## src/rtl/fourbit_div_pkg.sv

```systemverilog
`default_nettype none
// ============================================================================
//  Module   : fourbit_div_pkg
//  Purpose  : Shared types and constants for the sequential restoring divider.
//             - state_t        : FSM state encoding (IDLE / RUN / DONE)
//             - DW_DEF, VW_DEF : default dividend / divisor widths
//             - CNT_W          : iteration counter width for the default DW
//             - C_DBZ_QUOTIENT : quotient reported on divide-by-zero
//  Revision : 1.0 - initial release
// ============================================================================
package fourbit_div_pkg;

    localparam int DW_DEF = 8;
    localparam int VW_DEF = 4;
    localparam int CNT_W  = $clog2(DW_DEF);

    // Divide-by-zero saturates the quotient to all ones.
    localparam logic [DW_DEF-1:0] C_DBZ_QUOTIENT = '1;

    typedef enum logic [1:0] {
        S_IDLE = 2'd0,
        S_RUN  = 2'd1,
        S_DONE = 2'd2
    } state_t;

endpackage : fourbit_div_pkg
`default_nettype wire

```

## src/rtl/fourbit_div_if.sv

```systemverilog
`default_nettype none
// ============================================================================
//  Module   : fourbit_div_if
//  Purpose  : Start/done handshake and operand/result bus of the divider.
//             master : drives start, dividend, divisor; observes results
//             slave  : the divider side
//             start, dividend[DW], divisor[VW]            -> divider
//             busy, done, quotient[DW], remainder[VW],
//             div_by_zero                                 <- divider
//  Revision : 1.0 - initial release
// ============================================================================
interface fourbit_div_if #(
    parameter int DW = fourbit_div_pkg::DW_DEF,
    parameter int VW = fourbit_div_pkg::VW_DEF
);

    logic          start;
    logic [DW-1:0] dividend;
    logic [VW-1:0] divisor;
    logic          busy;
    logic          done;
    logic [DW-1:0] quotient;
    logic [VW-1:0] remainder;
    logic          div_by_zero;

    modport master (
        output start, dividend, divisor,
        input  busy, done, quotient, remainder, div_by_zero
    );

    modport slave (
        input  start, dividend, divisor,
        output busy, done, quotient, remainder, div_by_zero
    );

endinterface : fourbit_div_if
`default_nettype wire

```

## src/rtl/fourbit_div_step.sv

```systemverilog
`default_nettype none
// ============================================================================
//  Module   : fourbit_div_step
//  Purpose  : One combinational restoring-division step.
//             i_p    [VW+1] : partial remainder before the step
//             i_bit  [1]    : next dividend bit shifted in
//             i_d    [VW]   : divisor
//             o_p    [VW+1] : partial remainder after the step
//             o_qbit [1]    : resolved quotient bit
//  Revision : 1.0 - initial release
// ============================================================================
module fourbit_div_step #(
    parameter int VW = fourbit_div_pkg::VW_DEF
) (
    input  wire logic [VW:0]   i_p,
    input  wire logic          i_bit,
    input  wire logic [VW-1:0] i_d,
    output logic      [VW:0]   o_p,
    output logic               o_qbit
);

    logic [VW:0] w_t;
    logic [VW:0] w_d_ext;

    // The incoming partial remainder is always below the divisor, so its
    // MSB is zero and only the low VW bits take part in the shift.
    logic w_unused_p_msb;
    assign w_unused_p_msb = i_p[VW];

    assign w_t     = {i_p[VW-1:0], i_bit};
    assign w_d_ext = {1'b0, i_d};

    always_comb begin
        o_qbit = 1'b0;
        o_p    = w_t;
        if (w_t >= w_d_ext) begin
            o_qbit = 1'b1;
            o_p    = w_t - w_d_ext;
        end
    end

endmodule : fourbit_div_step
`default_nettype wire

```

## src/rtl/fourbit_div.sv

```systemverilog
`default_nettype none
// ============================================================================
//  Module   : fourbit_div
//  Purpose  : Sequential restoring divider, one quotient bit per clock.
//             Returns floor(dividend/divisor) and dividend mod divisor DW
//             cycles after an accepted start; a zero divisor finishes in one
//             cycle with an all-ones quotient and div_by_zero set.
//             clk  : rising-edge clock
//             rst  : synchronous active-high reset
//             bus  : fourbit_div_if.slave (start/operands in, results out)
//  Revision : 1.0 - initial release
// ============================================================================
module fourbit_div
    import fourbit_div_pkg::*;
#(
    parameter int DW = DW_DEF,
    parameter int VW = VW_DEF
) (
    input wire logic     clk,
    input wire logic     rst,
    fourbit_div_if.slave bus
);

    localparam int C_CNT_W = (DW > 1) ? $clog2(DW) : 1;
    localparam logic [C_CNT_W-1:0] C_LAST = C_CNT_W'(DW - 1);

    state_t               r_state;
    state_t               w_state_next;

    logic [DW-1:0]        r_q_sh;
    logic [VW-1:0]        r_d;
    logic [VW:0]          r_p;
    logic [C_CNT_W-1:0]   r_count;
    logic [DW-1:0]        r_quotient;
    logic [VW-1:0]        r_remainder;
    logic                 r_dbz;

    logic [VW:0]          w_step_p;
    logic                 w_qbit;
    logic                 w_last;
    logic                 w_accept;
    logic                 w_zero_div;
    logic                 w_busy;
    logic                 w_done;

    assign w_accept   = (r_state == S_IDLE) && bus.start;
    assign w_zero_div = (bus.divisor == '0);
    assign w_last     = (r_count == C_LAST);

    fourbit_div_step #(
        .VW (VW)
    ) u_step (
        .i_p    (r_p),
        .i_bit  (r_q_sh[DW-1]),
        .i_d    (r_d),
        .o_p    (w_step_p),
        .o_qbit (w_qbit)
    );

    // ------------------------------------------------------------------
    // FSM: state register
    // ------------------------------------------------------------------
    always_ff @(posedge clk) begin
        if (rst) begin
            r_state <= S_IDLE;
        end else begin
            r_state <= w_state_next;
        end
    end

    // ------------------------------------------------------------------
    // FSM: next-state logic
    // ------------------------------------------------------------------
    always_comb begin
        w_state_next = r_state;
        case (r_state)
            S_IDLE: begin
                if (bus.start) begin
                    w_state_next = w_zero_div ? S_DONE : S_RUN;
                end
            end
            S_RUN: begin
                if (w_last) begin
                    w_state_next = S_DONE;
                end
            end
            S_DONE:  w_state_next = S_IDLE;
            default: w_state_next = S_IDLE;
        endcase
    end

    // ------------------------------------------------------------------
    // FSM: outputs
    // ------------------------------------------------------------------
    always_comb begin
        w_busy = 1'b0;
        w_done = 1'b0;
        case (r_state)
            S_RUN:  w_busy = 1'b1;
            S_DONE: begin
                w_busy = 1'b1;
                w_done = 1'b1;
            end
            default: begin
                w_busy = 1'b0;
                w_done = 1'b0;
            end
        endcase
    end

    // ------------------------------------------------------------------
    // Datapath: operand capture, iteration, result registers.
    // Results only change on entry to DONE (or div_by_zero clearing on an
    // accepted non-zero start), so they stay readable between operations.
    // ------------------------------------------------------------------
    always_ff @(posedge clk) begin
        if (rst) begin
            r_q_sh      <= '0;
            r_d         <= '0;
            r_p         <= '0;
            r_count     <= '0;
            r_quotient  <= '0;
            r_remainder <= '0;
            r_dbz       <= 1'b0;
        end else begin
            if (w_accept) begin
                if (w_zero_div) begin
                    r_quotient  <= '1;
                    r_remainder <= bus.dividend[VW-1:0];
                    r_dbz       <= 1'b1;
                end else begin
                    r_q_sh  <= bus.dividend;
                    r_d     <= bus.divisor;
                    r_p     <= '0;
                    r_count <= '0;
                    r_dbz   <= 1'b0;
                end
            end else if (r_state == S_RUN) begin
                r_p     <= w_step_p;
                r_q_sh  <= {r_q_sh[DW-2:0], w_qbit};
                r_count <= r_count + C_CNT_W'(1);
                if (w_last) begin
                    r_quotient  <= {r_q_sh[DW-2:0], w_qbit};
                    r_remainder <= w_step_p[VW-1:0];
                end
            end
        end
    end

    assign bus.busy        = w_busy;
    assign bus.done        = w_done;
    assign bus.quotient    = r_quotient;
    assign bus.remainder   = r_remainder;
    assign bus.div_by_zero = r_dbz;

endmodule : fourbit_div
`default_nettype wire

```

## src/flat_wrapper.sv

```systemverilog
// flat-port wrapper written by rule: the top's interface ports become plain ports
module fourbit_div_flat import fourbit_div_pkg::*;
#(
    parameter int DW = DW_DEF,
    parameter int VW = VW_DEF
)
  (clk, rst, bus_start, bus_dividend, bus_divisor, bus_busy, bus_done, bus_quotient, bus_remainder, bus_div_by_zero);
  fourbit_div_if #(.DW(DW), .VW(VW)) bus_i ();
  input wire logic clk;
  input wire logic rst;
  input wire logic [$bits(bus_i.start)-1:0] bus_start;
  input wire logic [$bits(bus_i.dividend)-1:0] bus_dividend;
  input wire logic [$bits(bus_i.divisor)-1:0] bus_divisor;
  output wire logic [$bits(bus_i.busy)-1:0] bus_busy;
  output wire logic [$bits(bus_i.done)-1:0] bus_done;
  output wire logic [$bits(bus_i.quotient)-1:0] bus_quotient;
  output wire logic [$bits(bus_i.remainder)-1:0] bus_remainder;
  output wire logic [$bits(bus_i.div_by_zero)-1:0] bus_div_by_zero;
  assign bus_i.start = bus_start;
  assign bus_i.dividend = bus_dividend;
  assign bus_i.divisor = bus_divisor;
  assign bus_busy = bus_i.busy;
  assign bus_done = bus_i.done;
  assign bus_quotient = bus_i.quotient;
  assign bus_remainder = bus_i.remainder;
  assign bus_div_by_zero = bus_i.div_by_zero;
  fourbit_div #(.DW(DW), .VW(VW)) u_core (.clk(clk), .rst(rst), .bus(bus_i));
endmodule
```

## config.mk

```make
export PLATFORM = sky130hd
export DESIGN_NAME = fourbit_div_flat
export DESIGN_NICKNAME = d
export VERILOG_FILES = /design/src/rtl/fourbit_div_pkg.sv /design/src/rtl/fourbit_div_if.sv /design/src/rtl/fourbit_div_step.sv /design/src/rtl/fourbit_div.sv /design/src/flat_wrapper.sv
export SDC_FILE = /design/constraint.sdc
export NUM_CORES = 1
export LEC_CHECK = 0
export ABC_AREA = 1
export BUFFER_PORTS_ARGS = -buffer_cell sky130_fd_sc_hd__buf_4
export CAP_MARGIN = 5
export CELL_PAD_IN_SITES_DETAIL_PLACEMENT = 1
export CELL_PAD_IN_SITES_GLOBAL_PLACEMENT = 2
export CORE_ASPECT_RATIO = 1.25
export CORE_MARGIN = 2
export CORE_UTILIZATION = 31
export CTS_CLUSTER_DIAMETER = 40
export DETAILED_ROUTE_END_ITERATION = 16
export GPL_TIMING_DRIVEN = 0
export HOLD_SLACK_MARGIN = 0.03
export PLACE_DENSITY_LB_ADDON = 0.15
export RECOVER_POWER = 100
export SLEW_MARGIN = 20
export SYNTH_ARGS = -nofsm -noshare
export SYNTH_HDL_FRONTEND = slang
export SYNTH_SLANG_ARGS = --single-unit
```

## constraint.sdc

```tcl
create_clock -name clk -period 2 [get_ports clk]
set_input_delay 0.4 -clock clk [delete_from_list [all_inputs] [get_ports clk]]
set_output_delay 0.4 -clock clk [all_outputs]
set_load 0.02 [all_outputs]
```

==> flow_summary.yaml <==
clocking:
  cts_resized: 0
  clk_latency_ps: 280
  cts_tree: "built"
  ctsHoldBuffers: 0
  cts_setup_buffers: 0
  clock_path_buffers: 2
  clock_sinks: 34
  cts_made_buffers: 5
  path_clk_slew_ps: 70
  cts-htree-levels: 2
  cts_root_buf: "clkbuf_8"
floorplanning:
  core_area_um2: 5520
  rows: 30
  ioPinCount: 30
  die_height_um: 88.9
  die-area_um2: 6400
  die_w_um: 72.0
  start_util_pct: 32.4
worst_setup_path:
  cp_max_fo: 10
  crit_required_ps: 2180
  crit_arrival_ps: 1980
  endpoint_kind: "register"
  path_class: "reg2reg"
  cp-start-kind: "register"
placement:
  place_hpwl_mm: 3.46
  portBuffers: 29
  gp_congestion: 0.788
  dp_cells: 335
synth:
  synth_area_leaders: "dfxtp_1, inv_1, nand2_1"
  synth_top_area_cell: "dfxtp_1"
  yosys_register_bits: 34
  yosysWarnings: 0
  ys_seq_area_share_pct: 38.0
  synth_cell_types: 29
  synth_edf_count: 0
  syn_area_um2: 1790
  synth_fp_nets: 267
  synth_flop_cell: "dfxtp_1"
  synth_cells: 242
  yosysTopAreaCellShare_pct: 38.0
  avgSynthCellArea_um2: 7.39
  ys_async_sr_fraction_pct: 0
grt:
  antenna_found_initial: 0
  grt_pass1_vias: 1624
  grt-ovfl-total: 0
  grt_usage_pct: 16.2
  grt_first_pass_wirelength_mm: 7.85
  grt_max_degree: 11
drt:
  drc: 0
  dr.pass1.iters: 4
  final_antenna_net_count: 0
  route.detailed.wl_per_inst_um: 13.5
  drtIter0Drc: 36
  vias: 1600
  avgViaCountPerCell: 4.69
  routed_wl_mm: 4.59
power:
  power_density_nw_per_um2: 1050
  power.leakage_uw: 0.00107
  p_total_uw: 2200
  ir_drop_uv: 316
finish:
  instances_no_fill: 341
  n_fill_cell: 718
  areaGrowthSynthToFinish_pct: 16.7
  final_nets: 303
  diodes: 0
  drive_gt1_share_pct: 14.1
timing:
  maxSlewHeadroom_pct: 66.4
  rsz0062_at_grt: "no"
  drv_slew: 0
  hold_viol_final: 0
  setup_tns_ps: 0
  layout_worst_path_cycle_share_pct: 90.1
  tightestPinTransition_ps: 505
  max_freq_mhz: 555
  finClkSkew_ps: 3.11
  min_period_ps: 1800
  setup_viol: 0
flow_run:
  drv_cap: 0
status:
  outcome: "complete, no violations"
worst_hold_path:
  hold_class: "in2reg"
cells by family after synthesis:
family | count (synthesis) | share of synthesized area (%)
xor+xnor | 1 | 0.490
compound gates | 48 | 16.3
fa+ha+maj | 10 | 7.41
flops | 34 | 38.0
buf+inv | 61 | 14.8
simple gates | 88 | 22.9
cell type report:
type / count / area [µm²] / share of cell area, %
multi-input combinational: 147 / 821 / 39.3
tap: 64 / 80.1 / 3.83
buffer: 7 / 52.6 / 2.52
inverter: 54 / 210 / 10.1
sequential: 34 / 681 / 32.6
timing repair buffer: 29 / 161 / 7.73
clock buffer: 6 / 82.6 / 3.95
per-layer routing:
layer  track usage [%]  routed length [µm]  up-vias  share of wire (%)
li1                  -                   -      840                  -
met1              19.6                2110      739                 46
met2              28.5                2320       16                 50
met3              3.83                 122        5                2.7
met4              4.80                  46        0                1.0
met5                 0                   0        -                  0
critical path: stages, from the launching register on:
cell,delay [ps]
dfxtp_1,360
inv_1,70
ha_1,210
nand2_1,280
inv_6,100
nor2_4,120
inv_2,80
nand2_4,110
inv_2,60
buf_6,140
o21ai_1,120
a21oi_1,50
placed cells by master (no fill, tap or decap), types with 7 or more instances in the layout:
master    netlist  layout
a21oi_1        12      12
buf_4           0      14
clkbuf_1        0      15
dfxtp_1        34      34
ha_1            9       9
inv_1          49      49
nand2_1        37      38
nand3_1        15      15
nor2_1         22      22
o211ai_1        4       7
o21ai_0        17      17
sequential cells by signal (all words and copies together), names as in the netlist:
name                    flops
u_core.bus.div_by_zero      1
u_core.bus.quotient         8
u_core.bus.remainder        4
u_core.r_count              3
u_core.r_d                  4
u_core.r_p                  4
u_core.r_q_sh               8
u_core.r_state              2
where the power goes:
group / switching (µW) / internal (µW) / total, µW
Combinational: 548 / 285 / 833
Clock: 242 / 266 / 508
Sequential: 64.2 / 796 / 861
worst paths after layout:
| path | from | endpoint | slack, ps | cells after the start |
|---|---|---|---|---|
| worst min-delay path | rst | u_core.r_state[0] | 330 | 2 |
| worst max register to register | u_core.r_state[0] | u_core.r_q_sh[5] | 200 | 11 |
| worst max-delay path | u_core.r_state[0] | u_core.r_q_sh[5] | 200 | 11 |
| worst min register to register | u_core.r_q_sh[6] | u_core.r_q_sh[6] | 470 | 2 |
cells in the mapped netlist, types with 5 or more instances:
cell type  count
nand3_1       15
o21ai_1        6
nand4_1        5
dfxtp_1       34
a21oi_1       12
ha_1           9
inv_1         49
nor2_1        22
nand2_1       37
o21ai_0       17
per-stage QoR:
stage | cell area [µm²] | hold WS [ps] | setup slack [ps] | utilization, %
final | 2090 | 325 | 198 | 37.8
after global routing | 2090 | 328 | 7.93 | 37.8
after CTS | 2170 | 324 | 222 | 39.3
after detailed placement | 2090 | 461 | 260 | 37.8
after global placement | 2090 | 451 | 220 | 37.8
after floorplan | 1790 | 437 | 544 | -
Note: power is estimated with default switching activity, not from simulation.
